File: config.mk
export PLATFORM = sky130hd
export DESIGN_NAME = uart_rx_deframer
export DESIGN_NICKNAME = d
export VERILOG_FILES = /design/src/rtl/uart_pkg.sv /design/src/rtl/uart_rx_sync.sv /design/src/rtl/uart_rx_deframer.sv
export SDC_FILE = /design/constraint.sdc
export NUM_CORES = 1
export LEC_CHECK = 0
export CAP_MARGIN = 20
export CORE_MARGIN = 1
export CORE_UTILIZATION = 41
export DETAILED_ROUTE_END_ITERATION = 12
export PLACE_DENSITY_LB_ADDON = 0.08
export SLEW_MARGIN = 20
export SYNTH_ARGS = -nofsm -noshare
export SYNTH_HDL_FRONTEND = slang
export SYNTH_SLANG_ARGS = --single-unit
export TNS_END_PERCENT = 20
File: constraint.sdc
create_clock -name Clock -period 2.2 [get_ports Clock]
set_input_delay 0.44 -clock Clock [delete_from_list [all_inputs] [get_ports Clock]]
set_output_delay 0.44 -clock Clock [all_outputs]
set_load 0.005 [all_outputs]
File: src/rtl/uart_pkg.sv
// Shared UART definitions: parity encodings and the receiver state enum.
package uart_pkg;

    localparam logic [1:0] PARITY_NONE0 = 2'b00;
    localparam logic [1:0] PARITY_ODD   = 2'b01;
    localparam logic [1:0] PARITY_EVEN  = 2'b10;
    localparam logic [1:0] PARITY_NONE1 = 2'b11;

    typedef enum logic [2:0] {
        IDLE,
        START,
        DATA,
        PARITY,
        STOP
    } rx_state_e;

    function automatic logic parity_enabled(input logic [1:0] ptype);
        return (ptype == PARITY_ODD) || (ptype == PARITY_EVEN);
    endfunction

endpackage

File: src/rtl/uart_rx_sync.sv
// Multi-flop synchronizer for the asynchronous serial line; resets to the idle (high) level.
module uart_rx_sync #(
    parameter int SYNC_STAGES = 2
) (
    input  logic clk,
    input  logic rst_n,
    input  logic rx_async,
    output logic rx_sync
);

    logic [SYNC_STAGES-1:0] chain;

    always_ff @(posedge clk or negedge rst_n) begin
        if (!rst_n) chain <= '1;
        else        chain <= {chain[SYNC_STAGES-2:0], rx_async};
    end

    assign rx_sync = chain[SYNC_STAGES-1];

endmodule

File: src/rtl/uart_rx_deframer.sv
// UART receive deframer: oversampled start detection, mid-bit sampling, parity/stop checking.
module uart_rx_deframer
    import uart_pkg::*;
#(
    parameter int OVERSAMPLE  = 16,
    parameter int SYNC_STAGES = 2
) (
    input  logic       Clock,
    input  logic       ResetN,
    input  logic       BaudTick,
    input  logic       RxIn,
    input  logic [1:0] ParityType,
    input  logic       StopBits,
    input  logic       DataLength,
    output logic [7:0] DataOut,
    output logic       DoneFlag,
    output logic       ParityError,
    output logic       StopError,
    output logic       Active
);

    localparam int CW = $clog2(OVERSAMPLE);
    localparam logic [CW-1:0] HALF = CW'(OVERSAMPLE / 2 - 1);
    localparam logic [CW-1:0] LAST = CW'(OVERSAMPLE - 1);

    rx_state_e   state, state_nxt;
    logic        rxs;
    logic [CW-1:0] cnt;
    logic [2:0]  bit_idx;
    logic [7:0]  shreg;
    logic [1:0]  par_cfg;
    logic        stop2, len8;
    logic        perr, serr;
    logic        armed;

    logic start_det, mid, ctr, last_data, last_stop, confirm, done_set;

    uart_rx_sync #(.SYNC_STAGES(SYNC_STAGES)) u_sync (
        .clk      (Clock),
        .rst_n    (ResetN),
        .rx_async (RxIn),
        .rx_sync  (rxs)
    );

    // armed blocks a held-low (break) line from retriggering a start right after a frame
    assign start_det = (state == IDLE) && BaudTick && armed && !rxs;
    assign mid       = BaudTick && (cnt == HALF);
    assign ctr       = BaudTick && (cnt == LAST);
    assign last_data = (bit_idx == (len8 ? 3'd7 : 3'd6));
    assign last_stop = !stop2 || (bit_idx == 3'd1);
    assign confirm   = (state == START) && mid && !rxs;
    assign done_set  = (state == STOP) && ctr && last_stop;

    always_ff @(posedge Clock or negedge ResetN) begin
        if (!ResetN) state <= IDLE;
        else         state <= state_nxt;
    end

    always_comb begin
        state_nxt = state;
        case (state)
            IDLE:    if (start_det) state_nxt = START;
            START:   if (mid) state_nxt = rxs ? IDLE : DATA;
            DATA:    if (ctr && last_data) state_nxt = parity_enabled(par_cfg) ? PARITY : STOP;
            PARITY:  if (ctr) state_nxt = STOP;
            STOP:    if (ctr && last_stop) state_nxt = IDLE;
            default: state_nxt = IDLE;
        endcase
    end

    // Tick counter restarts at the start-bit midpoint so later samples land at bit centres
    always_ff @(posedge Clock or negedge ResetN) begin
        if (!ResetN) begin
            cnt <= '0;
        end else if (state == IDLE || confirm) begin
            cnt <= '0;
        end else if (BaudTick) begin
            cnt <= (cnt == LAST) ? '0 : cnt + 1'b1;
        end
    end

    always_ff @(posedge Clock or negedge ResetN) begin
        if (!ResetN) begin
            bit_idx     <= '0;
            shreg       <= '0;
            par_cfg     <= PARITY_NONE0;
            stop2       <= 1'b0;
            len8        <= 1'b0;
            perr        <= 1'b0;
            serr        <= 1'b0;
            armed       <= 1'b1;
            DataOut     <= '0;
            DoneFlag    <= 1'b0;
            ParityError <= 1'b0;
            StopError   <= 1'b0;
            Active      <= 1'b0;
        end else begin
            DoneFlag <= 1'b0;
            if (done_set && !rxs) armed <= 1'b0;
            else if (rxs)         armed <= 1'b1;

            if (start_det) begin
                par_cfg <= ParityType;
                stop2   <= StopBits;
                len8    <= DataLength;
                shreg   <= '0;
                perr    <= 1'b0;
                serr    <= 1'b0;
            end
            if (confirm) begin
                Active  <= 1'b1;
                bit_idx <= '0;
            end
            if (ctr) begin
                case (state)
                    DATA: begin
                        shreg[bit_idx] <= rxs;
                        bit_idx        <= last_data ? 3'd0 : bit_idx + 3'd1;
                    end
                    PARITY: begin
                        perr    <= ((^shreg) ^ rxs) != (par_cfg == PARITY_ODD);
                        bit_idx <= '0;
                    end
                    STOP: begin
                        serr    <= serr | !rxs;
                        bit_idx <= bit_idx + 3'd1;
                    end
                    default: ;
                endcase
            end
            if (done_set) begin
                DoneFlag    <= 1'b1;
                DataOut     <= shreg;
                ParityError <= perr;
                StopError   <= serr | !rxs;
                Active      <= 1'b0;
            end
        end
    end

endmodule

==> impl_results.md, run 1 <==
* Diode count at 0
* Largest family of logic cells by synthesized area: simple AND/OR/NAND/NOR gates
* Post-synthesis simple-gate area fraction at approximately 17%
* Post-synthesis cell type count at 48
* Layout net count at 224
* CTS tree: yes
* Synth area leaders: dfrtp_1, mux2i_1, mux2_2, dfstp_2, mux2_4
* Sequential share of the synthesized area at a little under half
* Ys Warns at 0
* Compound-Gate Fraction of Synth Area at a little over a tenth
* Top Ports at 20
* Core Rows at 25
* Post-synth top area cell: dfrtp_1
* Mux share of post-synthesis cell area at ~12%
* Post-Syn Instances at around 180
* Mapped Nets at 196
* Final worst-path setup slack at around 0.16 ns
* Wirelength per Cell at ~15 um
* EDFF count, synth at 0
* CTS resizes at 0
* Clock Tree Root: clkbuf_8
* Final wirelength at 4080 um
* Starting DRT DRC Count at roughly 130
* Post-CTS setup buffers at 0
* Final Hold Vio Count at 0
* Synth Register Bits at 39
* Total iterations of the first detailed-routing run at 4
* Net Sw Frac at between 30% and 40%
* Synth async-reset ratio at 100%
* Initial antenna violation count at 0
* RSZ-0062 raised after global routing: false
* Largest net degree at the start of global routing at 24
* Status: finished clean
* Fmax at between 400 and 500 MHz
* Residual DRC count at 0
* Leak at 1.12 nW
* H-tree level count at 2
* CTS Buffer Depth at 2
* First-pass GRT wire length at about 7100 um
* Normalized max-slew margin at a little over two thirds
* Die ar. at 5390 sq um
* Hold/Removal Path Class: input pin to async pin
* Post-synth top flop: dfrtp_1
* DR vias at between 1000 and 1500
* Worst setup path class: register to register
* Crit share post-route at 92.7%
* Count leader, synth: dfrtp_1
* Core area at about 4800 sq um
* Vias in the first global route at between 1000 and 1500
* Gate power share at ~28%
* Syn avg cell area at 11.4 sq um
* CTS buffer count at 5
* ANT nets after route at 0
* XOR/XNOR Fraction of Synth Area at roughly 5.3%
* Element type at the critical path end: register
* Worst Path Max Fanout at 6
* Worst-Skew Late Latency at between 0.2 and 0.3 ns
* Clock-pin slew on the worst setup and hold paths at 0.08 ns
* PortBufs at 19
* Leading post-synthesis cells by instance count: dfrtp_1, nand2_1, nor2_1
* Arr. time, crit path at between 2 and 2.5 ns
* Initial Utilization at between 40 and 50%
* Internal power consumption at between 0.001 and 0.0015 W
* Switch Pwr at 0.000642 W
* Adder-cell share of the synthesized area at roughly 2.4%
* Worst ir drop on vdd at 0.577 mV
* Clock Sinks at 39
* Detail Placement HPWL at a little under 3000 um
* Data required, critical path at approximately 2.4 ns
* CP Launch Type: register
* Final GP Congestion at just over 0.8
* Final core occ at 51.8%
* Slew @ Worst Pin at between 0.4 and 0.5 ns
* Final Setup Violations at 0
* Max-Cap Viols at 0
* Clk_skew at 0.0103 ns
* Share of the synthesized area in the top cell type at 43.0%
* Post-place setup slack at -0.0654 ns
* Clock share of power at around 25%
* Cts hold-fix bufs at 0
* Layout cells sized above 1 at between 20% and 30%
* GRT Residual Overflow at 0
* Area Overhead vs Synth at 19.2%
* Die width at 73.5 um
* Die height at 73.5 um
* Slew Viols, Final at 0
* Reg power frac at ~48%
* PwrDens at 796 nW/um^2
* Synth Cell Area at roughly 2100 sq um
* Vias per cell at around 5.2
* Total track usage at between 10% and 20%
* Final min period at roughly 2 ns
[layer usage]
layer / wire [um] / up-vias / GRT usage (%) / part of all wire [%]
met2: 1910 / 29 / 26.4 / 47
met3: 137 / 7 / 3.29 / 3.4
li1: - / 708 / - / -
met5: 0 / - / 0 / 0
met1: 1960 / 720 / 24.6 / 48
met4: 72 / 0 / 6.41 / 1.8
[cells in the final DEF, fill, tap and decap left out, drive strengths merged, types with 3 or more instances in the layout]
| cell | count |
|---|---|
| nor3 | 4 |
| xnor2 | 7 |
| dfrtp | 36 |
| nand4 | 4 |
| nor2 | 10 |
| mux2 | 13 |
| clkbuf | 7 |
| mux2i | 9 |
| xor2 | 3 |
| buf | 15 |
| dfstp | 3 |
| ha | 4 |
| nand3 | 4 |
| a21oi | 7 |
| nand2 | 14 |
| o21ai | 7 |
| inv | 8 |
| nor2b | 3 |
| clkdlybuf4s50 | 18 |
| nand2b | 3 |
[worst paths after layout]
check,start,to,slack (ns),cells after the start
min,ResetN,shreg[5]$_DFF_PN0_,0.06,1
max,cnt[0]$_DFFE_PN0P_,shreg[6]$_DFF_PN0_,0.16,5
min reg2reg,u_sync.chain[0]$_DFF_PN1_,u_sync.chain[1]$_DFF_PN1_,0.36,0
min in group Clock,u_sync.chain[0]$_DFF_PN1_,u_sync.chain[1]$_DFF_PN1_,0.36,0
max in group asynchronous,ResetN,state[0]$_DFFE_PN0P_,1.51,2
max reg2reg,cnt[0]$_DFFE_PN0P_,shreg[6]$_DFF_PN0_,0.16,5
[state kept, by name (all words and copies together), names as in the netlist]
signal,cells
Active,1
DataOut,8
DoneFlag,1
ParityError,1
StopError,1
armed,1
bit_idx,3
cnt,4
len8,1
par_cfg,2
perr,1
serr,1
shreg,8
state,3
stop2,1
u_sync.chain,2
[stage by stage]
step	instance area, sq um	TNS (ns)	power (W)	cells	hold WS, ns
final	2490	0	0.00199	280	0.0596
after global placement	2400	0	0.00149	272	0.347
after floorplan	2090	0	0.00134	184	0.144
after global routing	2490	0	0.00214	280	0.0789
after CTS	2490	0	0.00202	280	0.0602
after detailed placement	2400	-0.0736	0.00151	272	0.347
[layout make-up]
class,count,area [sq um]
clock inverters,1,5.00
flip-flops and latches,39,980
clock buffers,7,86.3
repair buffers,33,303
fillers,458,2320
well taps,67,83.8
multi-input cells,124,1000
inverters,9,33.8
[kinds of logic (layout without fill, tap and decap cells)]
group / count (synthesis) / count (layout)
buffers and inverters: 21 / 50
flip-flops: 39 / 39
multiplexers: 22 / 22
adder cells (fa/ha/maj): 4 / 4
AO/OA/AOI/OAI: 31 / 31
AND/OR/NAND/NOR: 56 / 56
XOR/XNOR: 11 / 11
[power groups by stage]
stage               combinational, W  clock [W]  sequential [W]
floorplan                   0.000451          0        0.000891
global placement            0.000537          0        0.000957
detailed placement          0.000551          0        0.000964
CTS                         0.000554   0.000512        0.000950
global route                0.000623   0.000546        0.000968
finish                      0.000546   0.000490        0.000950
[worst max-delay path, cell delays in order (launching register included)]
cell and delay (ns):
dfrtp_1 0.42, ha_1 0.32, nand4_4 0.12, or3_1 0.50
o311ai_0 0.39, o41ai_1 0.15
No activity file was read; power rests on OpenSTA's default activity.
==> run 2: changes to the inputs <==
--- a/config.mk
+++ b/config.mk
@@ -6,8 +6,9 @@
 export NUM_CORES = 1
 export LEC_CHECK = 0
 export CAP_MARGIN = 20
+export CORE_ASPECT_RATIO = 1.2
 export CORE_MARGIN = 1
-export CORE_UTILIZATION = 41
+export CORE_UTILIZATION = 55
 export DETAILED_ROUTE_END_ITERATION = 12
 export PLACE_DENSITY_LB_ADDON = 0.08
 export SLEW_MARGIN = 20
==> impl_results.md, run 2 (same netlist as run 1, synthesis figures left out) <==
* Layout net count at 221 (was 224)
* Data required, critical path at 2.42 ns (was 2.35 ns)
* Fmax at 517 MHz (was 490 MHz)
* Normalized max-slew margin at 45.9% (was 69.4%)
* PwrDens at 885 nW/um^2 (was 796 nW/um^2)
* Die ar. at 4060 sq um (was 5390 sq um)
* Clock share of power at 31.6% (was 24.7%)
* Cts hold-fix bufs at 0 (unchanged)
* Element type at the critical path end: register (unchanged)
* Worst ir drop on vdd at 0.716 mV (was 0.577 mV)
* CTS Buffer Depth at 2 (unchanged)
* Reg power frac at 41.1% (was 47.8%)
* PortBufs at 19 (unchanged)
* Core Rows at 24 (was 25)
* Final Setup Violations at 0 (unchanged)
* Final GP Congestion at 0.816 (was 0.818)
* Total track usage at 22.6% (was 17.3%)
* Initial antenna violation count at 0 (unchanged)
* Worst-Skew Late Latency at 0.29 ns (about the same)
* Clk_skew at 0.0107 ns (was 0.0103 ns)
* Final Hold Vio Count at 0 (unchanged)
* Clock Sinks at 39 (unchanged)
* Area Overhead vs Synth at 19.2% (unchanged)
* Diode count at 0 (unchanged)
* Die height at 69.6 um (was 73.5 um)
* Design Area, Final at 2490 sq um (unchanged)
* RSZ-0062 raised after global routing: false (unchanged)
* Hold/Removal Path Class: input pin to async pin (unchanged)
* Post-route setup TNS at 0 ns (unchanged)
* Most frequent cells in the layout: dfrtp_1, clkdlybuf4s50_1, nand2_1 (unchanged)
* Initial Utilization at 57.6% (was 43.5%)
* CTS resizes at 0 (unchanged)
* Arr. time, crit path at 2.15 ns (was 2.19 ns)
* Slew Viols, Final at 0 (unchanged)
* First-pass GRT wire length at 6870 um (was 7050 um)
* Post-CTS setup buffers at 0 (unchanged)
* Worst setup path class: register to register (unchanged)
* Leak at 1.12 nW (about the same)
* Slew @ Worst Pin at 0.811 ns (was 0.459 ns)
* Starting DRT DRC Count at 47 (was 125)
* Wirelength per Cell at 15.5 um (was 14.6 um)
* DR vias at 1487 (was 1464)
* Die width at 58.3 um (was 73.5 um)
* Switch Pwr at 0.000658 W (was 0.000642 W)
* CTS buffer count at 5 (unchanged)
* Clock-pin slew on the worst setup and hold paths at 0.08 ns (about the same)
* Total iterations of the first detailed-routing run at 4 (unchanged)
* Clock Tree Root: clkbuf_8 (unchanged)
* CTS tree: yes (unchanged)
* H-tree level count at 2 (unchanged)
* Core area at 3630 sq um (was 4820 sq um)
* Net Sw Frac at 29.8% (was 32.3%)
* Largest net degree at the start of global routing at 40 (was 24)
* Vias per cell at 5.68 (was 5.23)
* Biggest regs: DataOut x8, shreg x8, cnt x4 (unchanged)
* ANT nets after route at 0 (unchanged)
* Residual DRC count at 0 (unchanged)
* Layout cells sized above 1 at 20.5% (was 21.6%)
* Internal power consumption at 0.00155 W (was 0.00134 W)
* Detail Placement HPWL at 2940 um (was 2950 um)
* Crit share post-route at 87.8% (was 92.7%)
* GRT Residual Overflow at 0 (unchanged)
* Most common cell after layout, fill and taps aside: dfrtp_1 (unchanged)
* Worst Path Max Fanout at 6 (unchanged)
* Max-Cap Viols at 0 (unchanged)
* Final wirelength at 4070 um (was 4080 um)
* Top Ports at 20 (unchanged)
* Final min period at 1.93 ns (was 2.04 ns)
* CP Launch Type: register (unchanged)
* Vias in the first global route at 1446 (was 1426)
* DP Area at 2360 sq um (was 2400 sq um)
* Gate power share at 27.3% (was 27.5%)
* Status: finished clean (unchanged)
-- run 2: critical path, stage by stage (launching register included) --
cell     delay (ns)
dfrtp_1        0.42
ha_1           0.30
nand4_4        0.12
or3_1          0.48
nor4b_4        0.33
mux2i_1        0.21
-- run 2: area by class of cell --
type                    instances  area, sq um
flip-flops and latches         39          980
multi-input cells             124         1000
well taps                      52         65.1
clock inverters                 2         60.1
inverters                       9         33.8
clock buffers                   6         72.6
repair buffers                 30          280
fillers                       282         1140
-- run 2: metrics by stage --
step                      utilization (%)  hold WS (ns)  power (W)  std cells  setup slack (ns)
final                                68.7         0.235    0.00221        262             0.268
after detailed placement             65.0         0.355    0.00152        254           0.00428
after global placement               65.0         0.346    0.00149        254            0.0663
after CTS                            68.7         0.270    0.00222        262             0.284
after global routing                 68.7         0.321    0.00233        262             0.138
after floorplan                         -         0.144    0.00134        184             0.383
-- run 2: final timing paths --
kind                                                   to                      start  depth (start not counted)  slack (ns)
worst max-delay path                   shreg[4]$_DFF_PN0_         cnt[0]$_DFFE_PN0P_                          5        0.27
min in group Clock              u_sync.chain[1]$_DFF_PN1_  u_sync.chain[0]$_DFF_PN1_                          0        0.36
worst max register to register         shreg[4]$_DFF_PN0_         cnt[0]$_DFFE_PN0P_                          5        0.27
worst min register to register  u_sync.chain[1]$_DFF_PN1_  u_sync.chain[0]$_DFF_PN1_                          0        0.36
max in group asynchronous            state[1]$_DFFE_PN0P_                     ResetN                          1        1.45
worst min-delay path                   shreg[0]$_DFF_PN0_                     ResetN                          1        0.23
-- run 2: routing by layer --
layer,global-route usage (%),wire (um)
met5,0,0
met4,7.14,57
met3,5.04,136
met2,37.4,2150
met1,29.2,1730
-- run 2: power by group through the flow --
stage / sequential, W / combinational, W / clock [W]
after floorplan: 0.000891 / 0.000451 / 0
after global placement: 0.000908 / 0.000579 / 0
after detailed placement: 0.000917 / 0.000604 / 0
after CTS: 0.000904 / 0.000606 / 0.000713
after global routing: 0.000920 / 0.000661 / 0.000747
final: 0.000908 / 0.000602 / 0.000699
==> run 3: changes to the inputs <==
--- a/config.mk
+++ b/config.mk
@@ -11,7 +11,6 @@
 export CORE_UTILIZATION = 55
 export DETAILED_ROUTE_END_ITERATION = 12
 export PLACE_DENSITY_LB_ADDON = 0.08
-export SLEW_MARGIN = 20
 export SYNTH_ARGS = -nofsm -noshare
 export SYNTH_HDL_FRONTEND = slang
 export SYNTH_SLANG_ARGS = --single-unit
==> results of run 3 <==
Same layout as run 2: the final DEF is identical, and so are final timing and power.
